File: config.mk
export PLATFORM = sky130hd
export DESIGN_NAME = bitwise_logic_unit
export DESIGN_NICKNAME = d
export VERILOG_FILES = /design/src/rtl/bitwise_logic_unit.sv
export SDC_FILE = /design/constraint.sdc
export NUM_CORES = 1
export LEC_CHECK = 0
export BUFFER_PORTS_ARGS = -buffer_cell sky130_fd_sc_hd__buf_2
export CAP_MARGIN = 15
export CELL_PAD_IN_SITES_DETAIL_PLACEMENT = 0
export CELL_PAD_IN_SITES_GLOBAL_PLACEMENT = 1
export CORE_AREA = 4 4 105 87
export CTS_BUF_LIST = sky130_fd_sc_hd__clkbuf_8
export CTS_CLUSTER_DIAMETER = 200
export DETAILED_ROUTE_END_ITERATION = 16
export DIE_AREA = 0 0 109 91
export PLACE_DENSITY_LB_ADDON = 0.1
export SLEW_MARGIN = 5
export SYNTH_ARGS = -nofsm -noshare
export SYNTH_HDL_FRONTEND = slang
export SYNTH_SLANG_ARGS = --single-unit
File: constraint.sdc
create_clock -name clk -period 3.4 [get_ports clk]
set_clock_uncertainty 0.2 [all_clocks]
set_input_delay 1.02 -clock clk [delete_from_list [all_inputs] [get_ports clk]]
set_output_delay 1.02 -clock clk [all_outputs]
set_load 0.02 [all_outputs]
File: src/rtl/bitwise_logic_unit.sv
// Registered bitwise logic unit with eight selectable ops, a running AND accumulator,
// registered result flags and a two-entry (output register + skid) valid/ready buffer.
module bitwise_logic_unit #(
    parameter int WIDTH = 8
) (
    input  logic             clk,
    input  logic             rst_n,
    input  logic             in_valid,
    output logic             in_ready,
    input  logic [WIDTH-1:0] in_a,
    input  logic [WIDTH-1:0] in_b,
    input  logic [2:0]       in_op,
    input  logic             acc_clr,
    output logic             out_valid,
    input  logic             out_ready,
    output logic [WIDTH-1:0] out_data,
    output logic             out_zero,
    output logic             out_ones,
    output logic             out_parity,
    output logic [WIDTH-1:0] acc_q
);

    logic             o_valid;
    logic [WIDTH-1:0] o_data;
    logic             o_zero;
    logic             o_ones;
    logic             o_parity;

    logic             s_valid;
    logic [WIDTH-1:0] s_data;
    logic             s_zero;
    logic             s_ones;
    logic             s_parity;

    logic [WIDTH-1:0] acc_reg;
    logic [WIDTH-1:0] acc_eff;
    logic [WIDTH-1:0] result;
    logic             res_zero;
    logic             res_ones;
    logic             res_parity;
    logic             accept;
    logic             drain;

    assign accept = in_valid && in_ready;
    assign drain  = o_valid && out_ready;

    // A clear in the same cycle as an op 7 beat takes effect before the op sees the accumulator.
    always_comb begin
        acc_eff = acc_clr ? {WIDTH{1'b1}} : acc_reg;
        result  = '0;
        case (in_op)
            3'd0: result = in_a & in_b;
            3'd1: result = in_a | in_b;
            3'd2: result = in_a ^ in_b;
            3'd3: result = ~(in_a & in_b);
            3'd4: result = ~(in_a | in_b);
            3'd5: result = ~(in_a ^ in_b);
            3'd6: result = in_a & ~in_b;
            3'd7: result = acc_eff & in_a & in_b;
            default: result = '0;
        endcase
        res_zero   = ~|result;
        res_ones   = &result;
        res_parity = ^result;
    end

    // The skid entry only fills while the output register is stalled, so in_ready can be
    // derived purely from registered state.
    always_ff @(posedge clk or negedge rst_n) begin
        if (!rst_n) begin
            o_valid  <= 1'b0;
            o_data   <= '0;
            o_zero   <= 1'b0;
            o_ones   <= 1'b0;
            o_parity <= 1'b0;
            s_valid  <= 1'b0;
            s_data   <= '0;
            s_zero   <= 1'b0;
            s_ones   <= 1'b0;
            s_parity <= 1'b0;
            acc_reg  <= {WIDTH{1'b1}};
        end else begin
            if (!o_valid || drain) begin
                if (s_valid) begin
                    o_valid  <= 1'b1;
                    o_data   <= s_data;
                    o_zero   <= s_zero;
                    o_ones   <= s_ones;
                    o_parity <= s_parity;
                    s_valid  <= 1'b0;
                end else if (accept) begin
                    o_valid  <= 1'b1;
                    o_data   <= result;
                    o_zero   <= res_zero;
                    o_ones   <= res_ones;
                    o_parity <= res_parity;
                end else begin
                    o_valid  <= 1'b0;
                end
            end else if (accept) begin
                s_valid  <= 1'b1;
                s_data   <= result;
                s_zero   <= res_zero;
                s_ones   <= res_ones;
                s_parity <= res_parity;
            end

            if (accept && in_op == 3'd7) begin
                acc_reg <= result;
            end else if (acc_clr) begin
                acc_reg <= {WIDTH{1'b1}};
            end
        end
    end

    assign in_ready   = !s_valid;
    assign out_valid  = o_valid;
    assign out_data   = o_data;
    assign out_zero   = o_zero;
    assign out_ones   = o_ones;
    assign out_parity = o_parity;
    assign acc_q      = acc_reg;

endmodule

==> results.json, run 1 <==
{
  "clockBufferDepth": 2,
  "hold_viol": 0,
  "die_w_um": 109,
  "syn_area_per_cell_um2": 8.95,
  "reg2reg_depth": 9,
  "hold_path_depth": 2,
  "row_count": 29,
  "port_buffers": 44,
  "synthAdderAreaFrac_pct": 14.6,
  "drt-initial-drc-count": 85,
  "r2r_setup_slack_ns": 1.04,
  "place_hpwl_um": 6270,
  "power.density_cell_area_nw_per_um2": 382,
  "drc": 0,
  "r2r-end": "out_parity",
  "fp.coreArea_um2": 7950,
  "clk_pin_slew_worst_paths_ns": 0.07,
  "yosys.cell_count.top_type": "ha_1",
  "cp-start-kind": "primary input",
  "status": "finished clean",
  "fmax_ghz": 0.323,
  "seq_area_frac_synth_pct": 29.5,
  "critPathKind": "primary input to flip-flop",
  "synth_edf_count": 0,
  "maxCapViolCount": 0,
  "postCtsHoldBufs": 0,
  "p_leak_uw": 0.00172,
  "cts_buffers": 5,
  "die_area_um2": 9920,
  "post-place-ws_ns": -0.00614,
  "top_usage_layer": "met2",
  "grt_pass1_vias": 2579,
  "grt.total_usage_pct": 17.2,
  "critPathRequiredTime_ns": 3.38,
  "ys_types": 46,
  "grt_pass1_wl_um": 13400,
  "crit_arrival_ns": 3.07,
  "synthXorXnorAreaFrac_pct": 0.956,
  "synth_fp_nets": 363,
  "gr-usage-met1_pct": 24.9,
  "fin_crit_ns": 3.10,
  "post_cts_buffers": 0,
  "min_to": "out_zero",
  "drt-total-wl_um": 7960,
  "synthArstFlopShare_pct": 100,
  "synth_top_area_share_pct": 21.8,
  "insertedDiodeCount": 0,
  "fin_nets": 454,
  "drt_pass1_iterations": 4,
  "cts_sinks": 32,
  "grt_setup_unrepaired": "no",
  "insertion_delay_ns": 0.29,
  "cts_tree": "yes",
  "cts-root-buf": "clkbuf_8",
  "vias_per_cell": 5.02,
  "routed-via-count": 2543,
  "yosys.area.top_type": "dfrtp_1",
  "fillers": 814,
  "synthSimpleGateAreaFrac_pct": 19.0,
  "slew_violations": 0,
  "grt_start_max_net_pins": 33,
  "ant_nets": 0,
  "yosys-top-cells-area": "dfrtp_1 22%, ha_1 15%, dfstp_2 7.6%, o21ai_0 3.8%, mux2i_1 3.6%",
  "worstMarginPinSlew_ns": 0.808,
  "setup_viol": 0,
  "min_from": "out_zero",
  "htree_levels": 2,
  "cts_resized": 0,
  "detail_route.wl_per_cell_um": 15.7,
  "syn_inst": 307,
  "synth_compound_area_share_pct": 21.6,
  "syn2layout_area_growth_pct": 28.9,
  "vdd_ir_drop_max_v": 0.000160,
  "slew_headroom_pct": 46.1,
  "end_kind": "flip-flop",
  "synth_area_um2": 2750,
  "die_height_um": 91,
  "hold_path.class": "flip-flop to flip-flop",
  "antenna_found_initial": 0,
  "fin_crit_sh_pct": 91.1,
  "synth_commonest_cells": "32 x ha_1, 26 x inv_1, 24 x dfrtp_1",
  "met2_usage_pct": 26.1,
  "synth-warning-count": 0,
  "rr_startpoint": "acc_q[7]",
  "synth_seq_cells": 32,
  "critPathMaxFanout": 15,
  "gr-total-overflow": 0,
  "hold_ws_ns": 0.275,
  "setup_slack_ns": 0.303,
  "grtUsageMet3_pct": 3.26,
  "synth_top_family_by_area": "compound AO/OA/AOI/OAI gates",
  "ys.flop_type": "dfrtp_1",
  "place_congestion": 0.798,
  "synthMuxAreaShare_pct": 6.65,
  "boundaryPins": 45,
  "initial_utilization_pct": 34.6,
  "drive_gt1_share_pct": 34.1
}
==> sequential cells by signal, indices dropped and copies added, names as in the netlist <==
register and cells:
out_parity 1, s_parity 1, acc_q 8, out_ones 1, out_data 8, s_zero 1
s_ones 1, out_valid 1, s_valid 1, out_zero 1, s_data 8
==> metal layers <==
layer | part of all wire [%] | vias to the layer above
li1 | - | 1277
met1 | 50 | 1201
met2 | 44 | 55
met3 | 4.3 | 10
met4 | 1.8 | 0
met5 | 0 | -
==> worst max-delay path, stage by stage <==
cell and delay, ns:
buf_2 0.25, nand3_1 0.31, o22ai_1 0.30, a221oi_2 0.07, or2_1 0.25, ha_1 0.29
xnor2_1 0.18, xnor2_1 0.16, a211oi_1 0.10, a21o_1 0.15
==> cells in the final DEF (no fill, tap or decap), types with 8 or more instances in the layout <==
cell type  count
nor2b_1       10
buf_2         44
dfstp_2        8
mux2i_1       10
buf_4         57
nand2_1       21
inv_1         27
ha_1          32
o21ai_0       21
nor2_1        16
dfrtp_1       24
a21oi_1       13
==> power by group <==
part / switching, uW / internal, uW
clock network: 156 / 215
logic: 273 / 219
registers: 39.5 / 450
total: 468 / 884
==> how the worst max path moves through the flow <==
stage          startpoint          to  slack (ns)  cells after the start
6_report         in_op[1]  out_parity        0.30                     10
5_1_grt          in_op[1]  out_parity        0.07                     10
4_1_cts           in_a[1]  out_parity        0.30                     11
3_5_place_dp      in_b[5]  out_parity      -0.006                     11
3_3_place_gp     in_op[1]  out_parity       -0.02                     10
2_1_floorplan     in_a[1]  out_parity        0.21                     10
==> kinds of logic after synthesis <==
group                    count (synthesis)
AND/OR/NAND/NOR                         96
flip-flops                              32
buffers and inverters                   44
adder cells (fa/ha/maj)                 32
multiplexers                            17
XOR/XNOR                                 3
AO/OA/AOI/OAI                           83
==> cell type report <==
type	count	area (um2)	share of cell area [%]
multi-input combinational	231	1730	48.7
sequential	32	811	22.9
clock inverter	3	38.8	1.09
tap	108	135	3.81
timing repair buffer	102	668	18.8
inverter	26	97.6	2.75
clock buffer	5	68.8	1.94
==> through the flow <==
stage	total power [uW]	util, %	cells	cell area, um2	setup TNS (ns)
final	1350	44.6	507	3540	0
after floorplan	786	-	307	2750	0
after global placement	991	43.3	499	3440	-0.0234
after CTS	1370	44.6	507	3540	0
after detailed placement	993	43.3	499	3440	-0.00614
after global routing	1450	44.6	507	3540	0
Power figures use the tool's default switching activity.
==> inputs of run 2 (changes only) <==
- CORE_AREA: 4 4 105 87 -> 4 4 103 86
- DIE_AREA: 0 0 109 91 -> 0 0 107 90
==> results.json, run 2 (same netlist as run 1, synthesis figures left out) <==
{
  "vdd_ir_drop_max_v": 0.000175,
  "insertion_delay_ns": 0.29,
  "detail_route.wl_per_cell_um": 15.6,
  "insertedDiodeCount": 0,
  "post-place-ws_ns": -0.00743,
  "critPathMaxFanout": 13,
  "row_count": 29,
  "cts_buffers": 5,
  "hold_path.class": "flip-flop to flip-flop",
  "maxCapViolCount": 0,
  "r2r_setup_slack_ns": 1.03,
  "die_height_um": 90,
  "drt_pass1_iterations": 4,
  "boundaryPins": 45,
  "cts_tree": "yes",
  "grt.total_usage_pct": 17.1,
  "vias_per_cell": 5.01,
  "place_congestion": 0.775,
  "min_from": "s_data[7]",
  "cp-start-kind": "primary input",
  "critPathRequiredTime_ns": 3.38,
  "tns_ns": 0,
  "clockBufferDepth": 2,
  "fin_crit_sh_pct": 92.2,
  "antenna_found_initial": 0,
  "place_hpwl_um": 6150,
  "grt_pass1_wl_um": 13100,
  "critPathKind": "primary input to flip-flop",
  "cts-root-buf": "clkbuf_8",
  "die_w_um": 107,
  "cp-endpoint": "out_parity",
  "drt-total-wl_um": 7800,
  "hold_viol": 0,
  "die_area_um2": 9630,
  "gr-total-overflow": 0,
  "drc": 0,
  "setup_viol": 0,
  "final_area_um2": 3510,
  "fp.coreArea_um2": 7760,
  "r2r-end": "out_parity",
  "drive_gt1_share_pct": 33.3,
  "fin_util_pct": 45.2,
  "fmax_ghz": 0.319,
  "crit_arrival_ns": 3.11,
  "drt-initial-drc-count": 75,
  "clk_pin_slew_worst_paths_ns": 0.07,
  "rr_startpoint": "acc_q[1]",
  "end_kind": "flip-flop",
  "power.density_cell_area_nw_per_um2": 374,
  "grt_setup_unrepaired": "no",
  "grt_pass1_vias": 2496,
  "cts_resized": 0,
  "placed_area_um2": 3410,
  "ant_nets": 0,
  "grt_start_max_net_pins": 33,
  "reg2reg_depth": 9,
  "fillers": 811,
  "status": "finished clean",
  "fin_crit_ns": 3.13,
  "setup.worst_path.start": "in_op[1]",
  "final_common_cell": "buf_4",
  "port_buffers": 44,
  "fin_nets": 449,
  "routed-via-count": 2508,
  "syn2layout_area_growth_pct": 27.6,
  "p_leak_uw": 0.00169,
  "slew_violations": 0,
  "worstMarginPinSlew_ns": 0.793,
  "setup_slack_ns": 0.267,
  "postCtsHoldBufs": 0,
  "layout_common_cells": "51 x buf_4, 44 x buf_2, 32 x ha_1",
  "slew_headroom_pct": 47.1,
  "htree_levels": 2,
  "cts_sinks": 32,
  "initial_utilization_pct": 35.4,
  "post_cts_buffers": 0
}
run 2: cell types whose count changed in the layout (fill, tap and decap cells not counted):
cell,previous run,this run
bufinv_16,1,0
clkbuf_8,5,7
buf_4,57,51
clkinv_2,1,0
inv_1,27,26
buf_12,1,2
run 2: metrics by stage:
step | hold slack, ns | instances | power [uW]
finish | 0.277 | 501 | 1310
global route | 0.308 | 501 | 1400
CTS | 0.279 | 501 | 1320
detailed placement | 0.263 | 494 | 990
global placement | 0.257 | 494 | 983
floorplan | 0.241 | 307 | 786
run 2: worst max-delay path, stage by stage:
cell and delay, ns:
buf_2 0.25, nand3_1 0.34, o22ai_1 0.26, nor4b_2 0.08, or2_1 0.24, ha_1 0.29, xnor2_1 0.20, xnor2_1 0.16
a211oi_1 0.10, a21o_1 0.16
run 2: report_power, final:
group	switching (uW)	total, uW	internal (uW)
combinational	271	486	215
sequential	42.8	493	451
clock	151	332	181
total	465	1310	846
run 2: how the worst min path moves through the flow:
| stage | endpoint | slack [ns] | depth (start not counted) |
|---|---|---|---|
| 2_1_floorplan | s_data[1] | 0.24 | 2 |
| 3_3_place_gp | s_data[7] | 0.26 | 2 |
| 3_5_place_dp | s_data[7] | 0.26 | 2 |
| 4_1_cts | s_data[7] | 0.28 | 2 |
| 6_report | s_data[7] | 0.28 | 2 |
| 5_1_grt | s_data[0] | 0.31 | 2 |
run 2: per-layer routing:
| metal | wire (um) | GRT usage (%) |
|---|---|---|
| met1 | 4070 | 25.5 |
| met2 | 3440 | 26.0 |
| met3 | 245 | 2.72 |
| met4 | 46 | 3.19 |
| met5 | 0 | 0 |
run 2: layout make-up:
type | count | area (um2) | share of cell area [%]
well taps | 108 | 135 | 3.85
inverters | 26 | 97.6 | 2.78
clock buffers | 7 | 96.3 | 2.75
multi-input cells | 231 | 1730 | 49.2
repair buffers | 97 | 643 | 18.3
flip-flops and latches | 32 | 811 | 23.1
